## src/rtl/spi_slave_rx_pkg.sv

```systemverilog
`timescale 1ns/1ps
`default_nettype none
// ============================================================================
//  Module      : spi_slave_rx_pkg
//  Description : Shared definitions for the SPI slave receiver. Holds the
//                control FSM state encoding, the default word width and
//                synchronizer depth, the SPI mode encoding and a helper that
//                selects the sample edge for a mode.
//  Revision    : 1.0 - initial release
// ============================================================================
package spi_slave_rx_pkg;

    localparam int DATA_W_DEF      = 8;
    localparam int SYNC_STAGES_DEF = 2;

    // SPI mode encoding, {cpol, cpha}
    localparam logic [1:0] MODE0 = 2'b00;
    localparam logic [1:0] MODE1 = 2'b01;
    localparam logic [1:0] MODE2 = 2'b10;
    localparam logic [1:0] MODE3 = 2'b11;

    typedef enum logic [1:0] {
        ST_IDLE   = 2'b00,
        ST_ACTIVE = 2'b01,
        ST_ABORT  = 2'b10
    } state_e;

    // Data is sampled on the rising sclk edge when cpol and cpha agree,
    // otherwise on the falling edge.
    function automatic logic sample_on_rise(input logic [1:0] m);
        return ~(m[1] ^ m[0]);
    endfunction

endpackage : spi_slave_rx_pkg
`default_nettype wire

```

## src/rtl/spi_sync.sv

```systemverilog
`timescale 1ns/1ps
`default_nettype none
// ============================================================================
//  Module      : spi_sync
//  Description : N-flop synchronizer for one asynchronous input bit. The
//                reset value is a port so it can follow a run-time level
//                (for example the sclk idle level).
//  Ports       : clk     - system clock
//                rst     - synchronous active-high reset
//                rst_val - value loaded into every stage during reset
//                d       - asynchronous input
//                q       - synchronized output
//  Revision    : 1.0 - initial release
// ============================================================================
module spi_sync #(
    parameter int STAGES = 2
) (
    input  logic clk,
    input  logic rst,
    input  logic rst_val,
    input  logic d,
    output logic q
);

    logic [STAGES-1:0] sync_q;
    logic [STAGES-1:0] sync_d;

    generate
        if (STAGES == 1) begin : g_single
            always_comb sync_d = d;
        end else begin : g_chain
            always_comb sync_d = {sync_q[STAGES-2:0], d};
        end
    endgenerate

    always_ff @(posedge clk) begin
        if (rst) begin
            sync_q <= {STAGES{rst_val}};
        end else begin
            sync_q <= sync_d;
        end
    end

    assign q = sync_q[STAGES-1];

endmodule : spi_sync
`default_nettype wire

```

## src/rtl/spi_slave_rx.sv

```systemverilog
`timescale 1ns/1ps
`default_nettype none
// ============================================================================
//  Module      : spi_slave_rx
//  Description : SPI slave receiver/transmitter for all four SPI modes.
//                sclk, cs and mosi are oversampled by clk through
//                synchronizers; edges are found by comparing the synchronized
//                sclk with its previous value. Words are received MSB first,
//                back to back within one cs-low frame, while tx_dat is
//                returned on miso.
//  Ports       : clk, rst   - system clock, synchronous active-high reset
//                cpol, cpha - SPI mode, static during a frame
//                sclk, cs, mosi - asynchronous SPI inputs (cs active low)
//                tx_dat     - word returned on miso
//                miso       - serial data to the master
//                rx_dat     - last complete received word
//                rx_valid   - one-clk pulse when rx_dat updates
//                busy       - synchronized cs is low
//                frame_err  - one-clk pulse when cs rises mid-word
//                mode       - {cpol, cpha}
//  Revision    : 1.0 - initial release
// ============================================================================
module spi_slave_rx
    import spi_slave_rx_pkg::*;
#(
    parameter int SYNC_STAGES = SYNC_STAGES_DEF,
    parameter int DATA_W      = DATA_W_DEF
) (
    input  logic              clk,
    input  logic              rst,
    input  logic              cpol,
    input  logic              cpha,
    input  logic              sclk,
    input  logic              cs,
    input  logic              mosi,
    input  logic [DATA_W-1:0] tx_dat,
    output logic              miso,
    output logic [DATA_W-1:0] rx_dat,
    output logic              rx_valid,
    output logic              busy,
    output logic              frame_err,
    output logic [1:0]        mode
);

    localparam int               CNT_W      = (DATA_W > 2) ? $clog2(DATA_W) : 1;
    localparam logic [CNT_W-1:0] CNT_LAST   = CNT_W'(DATA_W - 1);
    localparam int               FLUSH_W    = $clog2(SYNC_STAGES + 2);
    localparam logic [FLUSH_W-1:0] FLUSH_INIT = FLUSH_W'(SYNC_STAGES + 1);

    // ------------------------------------------------------------------
    // Input synchronizers, reset to the bus idle levels
    // ------------------------------------------------------------------
    logic sclk_s;
    logic cs_s;
    logic mosi_s;

    spi_sync #(.STAGES(SYNC_STAGES)) u_sync_sclk (
        .clk     (clk),
        .rst     (rst),
        .rst_val (cpol),
        .d       (sclk),
        .q       (sclk_s)
    );

    spi_sync #(.STAGES(SYNC_STAGES)) u_sync_cs (
        .clk     (clk),
        .rst     (rst),
        .rst_val (1'b1),
        .d       (cs),
        .q       (cs_s)
    );

    spi_sync #(.STAGES(SYNC_STAGES)) u_sync_mosi (
        .clk     (clk),
        .rst     (rst),
        .rst_val (1'b0),
        .d       (mosi),
        .q       (mosi_s)
    );

    // ------------------------------------------------------------------
    // State
    // ------------------------------------------------------------------
    state_e            state_q,     state_d;
    logic [CNT_W-1:0]  bit_cnt_q,   bit_cnt_d;
    logic [DATA_W-1:0] rx_sr_q,     rx_sr_d;
    logic [DATA_W-1:0] tx_sr_q,     tx_sr_d;
    logic [DATA_W-1:0] rx_dat_q,    rx_dat_d;
    logic              rx_valid_q,  rx_valid_d;
    logic              frame_err_q, frame_err_d;
    logic              miso_q,      miso_d;
    logic              word_done_q, word_done_d;
    logic              first_q,     first_d;
    logic              sclk_prev_q, sclk_prev_d;
    logic              cs_prev_q,   cs_prev_d;
    logic [FLUSH_W-1:0] flush_q,    flush_d;

    logic sclk_rise;
    logic sclk_fall;
    logic sample_edge;
    logic shift_edge;
    logic cs_fall;
    logic cs_rise;

    assign mode        = {cpol, cpha};
    assign sclk_rise   =  sclk_s & ~sclk_prev_q;
    assign sclk_fall   = ~sclk_s &  sclk_prev_q;
    assign sample_edge = sample_on_rise(mode) ? sclk_rise : sclk_fall;
    assign shift_edge  = sample_on_rise(mode) ? sclk_fall : sclk_rise;
    assign cs_fall     =  cs_prev_q & ~cs_s;
    assign cs_rise     = ~cs_prev_q &  cs_s;

    always_comb begin
        state_d     = state_q;
        bit_cnt_d   = bit_cnt_q;
        rx_sr_d     = rx_sr_q;
        tx_sr_d     = tx_sr_q;
        rx_dat_d    = rx_dat_q;
        rx_valid_d  = 1'b0;
        frame_err_d = 1'b0;
        miso_d      = miso_q;
        word_done_d = 1'b0;
        first_d     = first_q;
        sclk_prev_d = sclk_s;
        cs_prev_d   = cs_s;
        flush_d     = flush_q;

        // The synchronizers come out of reset at idle levels. Until their
        // contents have been replaced by real input samples, a cs falling
        // edge is an artefact of reset and must not start a frame.
        if (flush_q != '0) begin
            flush_d = flush_q - FLUSH_W'(1);
        end

        // The word was shifted in on the previous clk; publish it now.
        if (word_done_q) begin
            rx_dat_d   = rx_sr_q;
            rx_valid_d = 1'b1;
        end

        case (state_q)
            ST_IDLE: begin
                miso_d = 1'b0;
                // Any sclk edge in this same clk is ignored.
                if (cs_fall && (flush_q == '0)) begin
                    state_d   = ST_ACTIVE;
                    bit_cnt_d = '0;
                    rx_sr_d   = '0;
                    tx_sr_d   = tx_dat;
                    miso_d    = tx_dat[DATA_W-1];
                    // In cpha=1 the first leading edge is a shift edge that
                    // must present the already-loaded MSB, not shift past it.
                    first_d   = cpha;
                end
            end

            ST_ACTIVE: begin
                if (cs_rise) begin
                    miso_d    = 1'b0;
                    bit_cnt_d = '0;
                    rx_sr_d   = '0;
                    first_d   = 1'b0;
                    if (bit_cnt_q == '0) begin
                        state_d = ST_IDLE;
                    end else begin
                        state_d     = ST_ABORT;
                        frame_err_d = 1'b1;
                    end
                end else if (sample_edge) begin
                    rx_sr_d = {rx_sr_q[DATA_W-2:0], mosi_s};
                    if (bit_cnt_q == CNT_LAST) begin
                        bit_cnt_d   = '0;
                        word_done_d = 1'b1;
                    end else begin
                        bit_cnt_d = bit_cnt_q + CNT_W'(1);
                    end
                end else if (shift_edge) begin
                    if (first_q) begin
                        first_d = 1'b0;
                        miso_d  = tx_sr_q[DATA_W-1];
                    end else if (bit_cnt_q == '0) begin
                        // Word boundary: fetch the next word to return.
                        tx_sr_d = tx_dat;
                        miso_d  = tx_dat[DATA_W-1];
                    end else begin
                        tx_sr_d = {tx_sr_q[DATA_W-2:0], 1'b0};
                        miso_d  = tx_sr_q[DATA_W-2];
                    end
                end
            end

            ST_ABORT: begin
                state_d   = ST_IDLE;
                miso_d    = 1'b0;
                bit_cnt_d = '0;
                rx_sr_d   = '0;
            end

            default: begin
                state_d = ST_IDLE;
                miso_d  = 1'b0;
            end
        endcase
    end

    always_ff @(posedge clk) begin
        if (rst) begin
            state_q     <= ST_IDLE;
            bit_cnt_q   <= '0;
            rx_sr_q     <= '0;
            tx_sr_q     <= '0;
            rx_dat_q    <= '0;
            rx_valid_q  <= 1'b0;
            frame_err_q <= 1'b0;
            miso_q      <= 1'b0;
            word_done_q <= 1'b0;
            first_q     <= 1'b0;
            sclk_prev_q <= cpol;
            cs_prev_q   <= 1'b1;
            flush_q     <= FLUSH_INIT;
        end else begin
            state_q     <= state_d;
            bit_cnt_q   <= bit_cnt_d;
            rx_sr_q     <= rx_sr_d;
            tx_sr_q     <= tx_sr_d;
            rx_dat_q    <= rx_dat_d;
            rx_valid_q  <= rx_valid_d;
            frame_err_q <= frame_err_d;
            miso_q      <= miso_d;
            word_done_q <= word_done_d;
            first_q     <= first_d;
            sclk_prev_q <= sclk_prev_d;
            cs_prev_q   <= cs_prev_d;
            flush_q     <= flush_d;
        end
    end

    assign miso      = miso_q;
    assign rx_dat    = rx_dat_q;
    assign rx_valid  = rx_valid_q;
    assign frame_err = frame_err_q;
    assign busy      = ~cs_s;

endmodule : spi_slave_rx
`default_nettype wire
```

## config.mk

```make
export PLATFORM = sky130hd
export DESIGN_NAME = spi_slave_rx
export DESIGN_NICKNAME = d
export VERILOG_FILES = /design/src/rtl/spi_slave_rx_pkg.sv /design/src/rtl/spi_sync.sv /design/src/rtl/spi_slave_rx.sv
export SDC_FILE = /design/constraint.sdc
export NUM_CORES = 1
export LEC_CHECK = 0
export ABC_AREA = 1
export CAP_MARGIN = 10
export CORE_MARGIN = 4
export CORE_UTILIZATION = 55
export DETAILED_ROUTE_END_ITERATION = 12
export DONT_BUFFER_PORTS = 1
export HOLD_SLACK_MARGIN = 0.05
export PLACE_DENSITY = 0.81
export SYNTH_ARGS = -nofsm -noshare
export SYNTH_HDL_FRONTEND = slang
export SYNTH_SLANG_ARGS = --single-unit
```

## constraint.sdc

```tcl
create_clock -name clk -period 1.7 [get_ports clk]
set_input_delay 0.17 -clock clk [delete_from_list [all_inputs] [get_ports clk]]
set_output_delay 0.17 -clock clk [all_outputs]
set_load 0.005 [all_outputs]
```

==> results of run 1 <==
-- sequential cells by signal, indices dropped and copies added, names as in the netlist --
register,cells
sclk_prev_q,1
u_sync_mosi.sync_q,2
bit_cnt_q,3
state_q,2
flush_q,2
rx_valid,1
cs_prev_q,1
miso,1
u_sync_cs.sync_q,2
word_done_q,1
frame_err,1
rx_sr_q,8
tx_sr_q,8
rx_dat,8
first_q,1
u_sync_sclk.sync_q,2
-- worst max path at each step --
stage / startpoint / to / cells after the start
finish: flush_q[0] / tx_sr_q[6] / 11
global route: flush_q[0] / tx_sr_q[3] / 10
CTS: flush_q[0] / bit_cnt_q[1] / 8
detailed placement: flush_q[0] / rx_sr_q[6] / 8
global placement: flush_q[0] / rx_sr_q[1] / 8
floorplan: flush_q[0] / bit_cnt_q[0] / 8
-- worst max-delay path, cell delays in order (launching register included) --
cell and delay (ns):
dfxtp_1 0.34, inv_1 0.06, ha_1 0.21, nand3_1 0.12, buf_4 0.16, nand2_1 0.05, nand2_1 0.06, inv_2 0.09
nand3_2 0.16, nand2_1 0.10, nand2_1 0.05, nor2_1 0.09
-- synthesized netlist by cell type --
library cell	count
nand2_1	55
dfxtp_1	44
inv_1	37
nor2_1	37
o21ai_0	22
a21oi_1	20
nand3_1	16
nor3_1	10
clkbuf_1	4
ha_1	4
buf_4	3
buf_2	2
buf_6	2
inv_2	2
nand4_1	2
or2_2	2
a22oi_1	1
nand2_2	1
nand2_4	1
nand3_4	1
nor2_4	1
o21ai_1	1
-- routing by layer --
metal  share of wire  routed length, um
met4           0.012                 43
met2            0.45               1670
met3           0.065                237
met1            0.47               1720
met5               0                  0
-- report_power, final --
group | leakage [nW] | total [W] | switching [W] | internal (W)
clock | 0.0326 | 0.000509 | 0.000305 | 0.000204
combinational | 0.573 | 0.000145 | 0.0000872 | 0.0000581
sequential | 0.357 | 0.00108 | 0.0000146 | 0.00106
-- cell usage in the layout, fill, tap and decap left out, types with 2 or more instances in the layout --
| cell type | instances |
|---|---|
| inv_1 | 36 |
| nand3_1 | 16 |
| or2_2 | 2 |
| nand2_2 | 2 |
| o21ai_0 | 21 |
| o21ai_1 | 2 |
| nor3_1 | 10 |
| a21oi_1 | 20 |
| dlygate4sd3_1 | 7 |
| nand4_1 | 2 |
| nor2_1 | 36 |
| ha_1 | 4 |
| dfxtp_1 | 44 |
| clkbuf_1 | 2 |
| nand2_1 | 54 |
| clkbuf_4 | 5 |
| inv_2 | 3 |
| buf_4 | 7 |
-- final cells by class --
type	count	area share
tap	46	0.0274
timing repair buffer	14	0.0584
multi-input combinational	175	0.397
clock buffer	8	0.0280
sequential	44	0.419
inverter	39	0.0697
-- metrics by stage --
| stage | hold slack, ns | area, um2 |
|---|---|---|
| after CTS | 0.0601 | 2090 |
| final | 0.0667 | 2100 |
| after global routing | 0.0820 | 2100 |
| after floorplan | 0.273 | 1920 |
| after detailed placement | 0.244 | 1960 |
| after global placement | 0.242 | 1960 |
-- kinds of logic (layout without fill, tap and decap cells) --
| logic type | Yosys count | count (layout) | synth area share |
|---|---|---|---|
| simple gates | 126 | 127 | 0.285 |
| flops | 44 | 44 | 0.460 |
| fa+ha+maj | 4 | 4 | 0.0261 |
| buf+inv | 50 | 61 | 0.113 |
| compound gates | 44 | 44 | 0.116 |
-- timing repair --
item,4_1_cts,5_1_grt
hold buffers,7,0
endpoints found under the hold margin,23,0
resized for setup,0,4
setup buffers,0,0
endpoints found under the setup margin,0,12
==> reports/metrics.cfg, run 1 <==
[run_status]
status=finished clean

[global_routing]
busiest_layer=met2
grt_pass1_wl_um=6170
overflow=0
use_met3=0.0607
gr-usage-met2=0.288
grt_max_degree=22
antenna_found_initial=0
globalRouteMet1Util=0.222
track_usage=0.182
grt_pass1_vias=1468

[clock_network]
clock_latency_ns=0.35
clkTransAtPathRegs_ns=0.12
cts_tree=yes
cts_root_buffer=clkbuf_4
clockBufferDepth=2
cts_buffers=5
cts_max_level=2
clock_sinks=44

[timing]
max-slew-margin-rel=0.509
finalWorstSetupSlack_ns=0.176
fin_skew_ns=0.0130
finalSetupViolations=0
max_slew.worst_pin.slew_ns=0.734
fin_crit_sh=0.896
tns_ns=0
rsz0062_at_grt=false
hold_viol=0
fmax_mhz=656
post-route-min-period_ns=1.52
slew_viol_final=0

[power]
p_leak_nw=0.963
finalPower_w=0.00173
ir_worst_vdd_v=0.000500
power_density_mw_per_mm2=825

[route]
ant_nets=0
drt-total-wl_um=3670
first_iter_violations=78
drc=0
vias=1623
avgViaCountPerCell=4.98
dr.pass1.iters=4
post_drt_wl_per_cell_um=11.3

[cells_and_area]
layout.cells.non_filler=326
multi_input_area_um2=835
fin_nets=298
utilization=0.625
area_growth_pct=9.60
fill_cells=329
drive_above_1_share=0.0893
diodes=0
regArea_um2=881

[setup_path]
cp.required_ns=1.99
reg2reg_slack_ns=0.18
startpoint_type=flop
reg2reg_depth=11
path_class=flop to flop
crit_arrival_ns=1.81
timing.rr.end=tx_sr_q[6]
r2r-start=flush_q[0]
critPathCaptureType=flop
crit_fanout=8

[hold_path]
min_path_cells=4
worstHoldEndpoint=tx_sr_q[3]
hp-start=tx_dat[3]
worstHoldPathType=primary input to flop

[synth]
synthCells=268
yosysSeqAreaShare=0.460
synth_top_area_cell=dfxtp_1
synth_top_area_frac=0.460
yosysUniqueCellTypes=22
synthTopCellsByArea=dfxtp_1 46%, nand2_1 11%, inv_1 7.2%
ys_ff_latch=44
syn-num-nets=287
synth_warnings=0
post_synth.cell_area_avg_um2=7.15
netlist_area_mm2=0.00192

[die]
num_rows=21
die_h_um=67.0
io_pins=29
initial_utilization=0.570
chipWidth_um=67.0
die-area_mm2=0.00449
coreArea_mm2=0.00336

[place]
place_inst=310
pre_cts_ws_ns=0.0432
place.gp.congestion=0.883
dpl.hpwl_um=2560
portBuffers=0

[job]
maxCapViolCount=0

(Power assumes the default switching activity.)
==> run 2: changes to the inputs <==
--- a/config.mk
+++ b/config.mk
@@ -7,12 +7,14 @@
 export LEC_CHECK = 0
 export ABC_AREA = 1
 export CAP_MARGIN = 10
+export CORE_ASPECT_RATIO = 0.7
 export CORE_MARGIN = 4
 export CORE_UTILIZATION = 55
 export DETAILED_ROUTE_END_ITERATION = 12
 export DONT_BUFFER_PORTS = 1
 export HOLD_SLACK_MARGIN = 0.05
 export PLACE_DENSITY = 0.81
+export SETUP_SLACK_MARGIN = 0.5
 export SYNTH_ARGS = -nofsm -noshare
 export SYNTH_HDL_FRONTEND = slang
 export SYNTH_SLANG_ARGS = --single-unit
==> run 2 against run 1 <==
Compared with the run above:
- the run now ends with hold timing left
- sequential share of layout area decreased by 4.7 points
- routed wire length increased by 24%
- register-to-register slack improved by 0.11 ns
- worst setup slack improved by 0.11 ns
- first-iteration DRC count increased by 99%
- critical endpoint is now bit_cnt_q[0]
==> reports/metrics.cfg, run 2 (synthesis results as in run 1) <==
[route]
dr.pass1.iters=4
ant_nets=0
first_iter_violations=155
post_drt_wl_per_cell_um=13.6
avgViaCountPerCell=5.27
drc=0
drt-total-wl_um=4540
vias=1764

[cells_and_area]
final_cell_mix=46 x nand2_1, 38 x dfxtp_1, 34 x nor2_1
diodes=0
fin_nets=306
mostFrequentLayoutCell=nand2_1
drive_above_1_share=0.257
multi_input_area_mm2=0.00102
fill_cells=240
area_growth_pct=25.1
regArea_um2=893

[power]
p_leak_nw=1.06
ir_worst_vdd_v=0.000688
power_density_mw_per_mm2=853
finalPower_w=0.00205

[timing]
fin_crit_sh=0.832
slew_viol_final=0
hold_slack_ns=-0.0576
tns_ns=0
post-route-min-period_ns=1.41
finalSetupViolations=0
max-slew-margin-rel=0.533
fin_skew_ns=0.00780
hold_viol=8
max_slew.worst_pin.slew_ns=0.700
rsz0062_at_grt=true
fmax_mhz=707

[job]
maxCapViolCount=0

[place]
portBuffers=0
place.gp.congestion=0.851
dpl.hpwl_um=2660

[die]
die_h_um=57.4
coreArea_mm2=0.00325
initial_utilization=0.589
die-area_mm2=0.00451
io_pins=29
num_rows=17
chipWidth_um=78.6

[clock_network]
clock_latency_ns=0.29
cts_max_level=2
clock_sinks=44
clockBufferDepth=2
cts-hold-fix-buffers=6
cts_buffers=5
cts_root_buffer=clkbuf_8
cts_tree=yes
clkTransAtPathRegs_ns=0.08

[run_status]
failed_checks=hold timing
status=complete, but fails checks

[setup_path]
cp.required_ns=1.88
crit_arrival_ns=1.60
path_buf_inv=1
startpoint_type=flop
crit_fanout=6
max_stage_delay_ns=0.33
path_class=flop to flop
crit_family=compound AO/OA/AOI/OAI gates
critPathSlowestCell=dfxtp_2
critPathCaptureType=flop
crit_chain=inv_2, ha_4, nand3_4, a22oi_2, nand2_4, o21ai_1, nor2_1

[global_routing]
antenna_found_initial=0
grt_pass1_vias=1634
grt_pass1_wl_um=7380
grt_max_degree=23
track_usage=0.204
overflow=0

[hold_path]
worstHoldPathType=primary input to flop

run 2: cell count changes in the layout (fill, tap and decap cells not counted), sizes merged:
cell / before / now
clkinv: 0 / 1
dlygate4sd3: 7 / 6
buf: 7 / 14
clkbuf: 8 / 6
nand2: 57 / 59
bufinv: 0 / 1
run 2: final timing paths:
path | to | from | cells after the start | slack, ns
worst min register to register | u_sync_sclk.sync_q[1] | u_sync_sclk.sync_q[0] | 2 | 0.43
worst min-delay path | state_q[0] | rst | 1 | -0.06
worst max register to register | bit_cnt_q[0] | flush_q[0] | 7 | 0.29
worst max-delay path | bit_cnt_q[0] | flush_q[0] | 7 | 0.29
run 2: final cells by class:
type / count / area share
inverters: 39 / 0.0642
flip-flops and latches: 44 / 0.372
clock inverters: 2 / 0.0146
multi-input cells: 177 / 0.424
clock buffers: 6 / 0.0303
well taps: 47 / 0.0245
repair buffers: 20 / 0.0704
run 2: per-stage QoR:
stage / worst slack [ns] / instances / cell area [um2] / util / hold slack, ns
after global placement: 0.250 / 306 / 1970 / 0.606 / 0.242
after CTS: 0.372 / 333 / 2320 / 0.714 / -0.0661
after detailed placement: 0.148 / 306 / 1970 / 0.606 / 0.244
final: 0.286 / 335 / 2400 / 0.737 / -0.0576
after global routing: 0.228 / 335 / 2400 / 0.737 / -0.0723
after floorplan: 0.453 / 268 / 1970 / - / 0.273
run 2: power breakdown:
group          leakage [nW]  internal (W)  switching (W)
Clock                0.0552      0.000436       0.000337
Combinational         0.645     0.0000848       0.000112
Sequential            0.359       0.00106      0.0000167
run 2: layer usage:
layer,global-route usage,share of wire,up-vias
met4,0.0399,0.0033,0
met2,0.345,0.47,54
met1,0.264,0.47,817
met5,0,0,-
met3,0.0552,0.054,2
li1,-,-,891
run 2: what timing repair did:
item / CTS / global route
gates resized for setup: 32 / 16
hold endpoints to repair: 16 / 11
setup endpoints to repair: 21 / 24
gates cloned: 3 / 0
pin swaps: 12 / 10
buffers inserted: 10 / 2
==> run 3: changes to the inputs <==
--- a/config.mk
+++ b/config.mk
@@ -13,7 +13,7 @@
 export DETAILED_ROUTE_END_ITERATION = 12
 export DONT_BUFFER_PORTS = 1
 export HOLD_SLACK_MARGIN = 0.05
-export PLACE_DENSITY = 0.81
+export PLACE_DENSITY = 0.84
 export SETUP_SLACK_MARGIN = 0.5
 export SYNTH_ARGS = -nofsm -noshare
 export SYNTH_HDL_FRONTEND = slang
==> constraint.sdc (replaced) <==
create_clock -name clk -period 1.22 [get_ports clk]
set_input_delay 0.122 -clock clk [delete_from_list [all_inputs] [get_ports clk]]
set_output_delay 0.122 -clock clk [all_outputs]
set_load 0.005 [all_outputs]
==> run 3 against run 2 <==
Compared with the run above:
- the flow finishes with violations (hold timing, setup timing)
- count of clock-buffer cells in the layout decreased by 1
- non-clock buffer count grew 23
- global-route usage is 7.9 points higher
- first-iteration DRC count grew 100%
- core utilization grew 13 points
- routed wire length increased by 70%
- sequential cell count unchanged
- final area is 18% higher
- critical endpoint is now tx_sr_q[5]
==> reports/metrics.cfg, run 3 (synthesis results as in run 1) <==
[route]
first_iter_violations=311
wl_met3_um=929
dr.pass1.iters=6
post_drt_wl_per_cell_um=21.8
avgViaCountPerCell=6.40
drt-total-wl_um=7740
met1_length_um=2720
drc=0
met2WireLength_um=3410
ant_nets=0
vias=2273
top_layer_used=met4

[power]
ir_worst_vdd_v=0.00115
finalPower_w=0.00321
power_density_mw_per_mm2=1130
p_leak_nw=1.21

[die]
io_pins=29
die_h_um=57.4
coreArea_mm2=0.00325
chipWidth_um=78.6
initial_utilization=0.589
die-area_mm2=0.00451
num_rows=17

[timing]
max-slew-margin-rel=0.775
fin_skew_ns=0.00956
post-route-min-period_ns=1.52
slew_viol_final=0
hold_slack_ns=-0.133
finalWorstSetupSlack_ns=-0.302
hold_viol=15
fin_crit_sh=1.25
rsz0062_at_grt=true
fmax_mhz=657
finalSetupViolations=23
max_slew.worst_pin.slew_ns=0.334

[setup_path]
startpoint_type=flop
crit_chain=inv_1, nor2_1, nand3_1, nand3_4, nand3_4, nand2_2, nand2_2, nor2_2
crit_start=sclk_prev_q
crit_arrival_ns=1.76
path_class=flop to flop
crit_fanout=8
r2r-start=sclk_prev_q
critPathCaptureType=flop
cp.required_ns=1.46
max_stage_delay_ns=0.34
critPathSlowestCell=dfxtp_1

[clock_network]
clkTransAtPathRegs_ns=0.08
cts_tree=yes
clock_sinks=44
clock_latency_ns=0.31
cts_root_buffer=clkbuf_8
cts_buffers=5
cts-hold-fix-buffers=3
clockBufferDepth=2
cts_max_level=2

[global_routing]
grt_max_degree=23
track_usage=0.283
overflow=0
grt_pass1_wl_um=9760
antenna_found_initial=0
grt_pass1_vias=1972

[place]
pre_cts_ws_ns=-0.140
place.gp.congestion=0.822
portBuffers=0
placed_area_mm2=0.00214
place_inst=328
dpl.hpwl_um=3020

[hold_path]
worstHoldPathType=primary input to flop
hp-start=rst

[cells_and_area]
diodes=0
fin_nets=327
fill_cells=129
layout.cells.non_filler=355
drive_above_1_share=0.471
final_area_mm2=0.00284
mostFrequentLayoutCell=nand2_1
final_cell_mix=42 x nand2_1, 31 x nor2_1, 27 x inv_1
area_growth_pct=47.9

[run_status]
status=complete, but fails checks
failed_checks=hold timing, setup timing

[job]
maxCapViolCount=0

[run 3: final timing paths]
| path | slack, ns | endpoint | cells past startpoint |
|---|---|---|---|
| setup / recovery | -0.30 | tx_sr_q[5] | 8 |
| hold / removal | -0.13 | rx_sr_q[0] | 1 |
| setup reg to reg | -0.30 | tx_sr_q[5] | 8 |
| hold reg to reg | 0.44 | u_sync_mosi.sync_q[1] | 2 |
[run 3: metal layers]
metal | vias to the layer above | global-route usage
met5 | - | 0
li1 | 928 | -
met3 | 98 | 0.0836
met2 | 238 | 0.479
met4 | 0 | 0.145
met1 | 1009 | 0.328
[run 3: final cells by class]
class / instances / area [um2] / area share
Sequential cell: 44 / 915 / 0.323
Multi-Input combinational cell: 175 / 1160 / 0.410
Tap cell: 47 / 58.8 / 0.0207
Inverter: 39 / 156 / 0.0552
Clock inverter: 2 / 60.1 / 0.0212
Clock buffer: 5 / 68.8 / 0.0243
Timing Repair Buffer: 43 / 415 / 0.147
[run 3: worst max-delay path, delay by kind of cell, from the launching register on]
family	cells	cell delay (ns)
buf+inv	1	0.06
flops	1	0.34
simple gates	7	1.05
[run 3: where the power goes]
group	internal, W	switching [W]
clock network	0.000806	0.000510
logic	0.000165	0.000223
registers	0.00148	0.0000278
total	0.00245	0.000760
[run 3: timing repair]
item,CTS,global route
hold endpoints to repair,22,19
gates cloned,2,0
setup buffers,9,6
endpoints found under the setup margin,48,49
pin swaps,12,19
gates resized for setup,76,47
[run 3: through the flow]
stage          hold WS [ns]  utilization  TNS [ns]
3_5_place_dp          0.197        0.659     -1.76
6_report             -0.133        0.871     -4.67
4_1_cts              -0.132        0.806     -1.36
5_1_grt              -0.136        0.871     -6.32
2_1_floorplan         0.225            -    -0.223
3_3_place_gp          0.195        0.659    -0.708
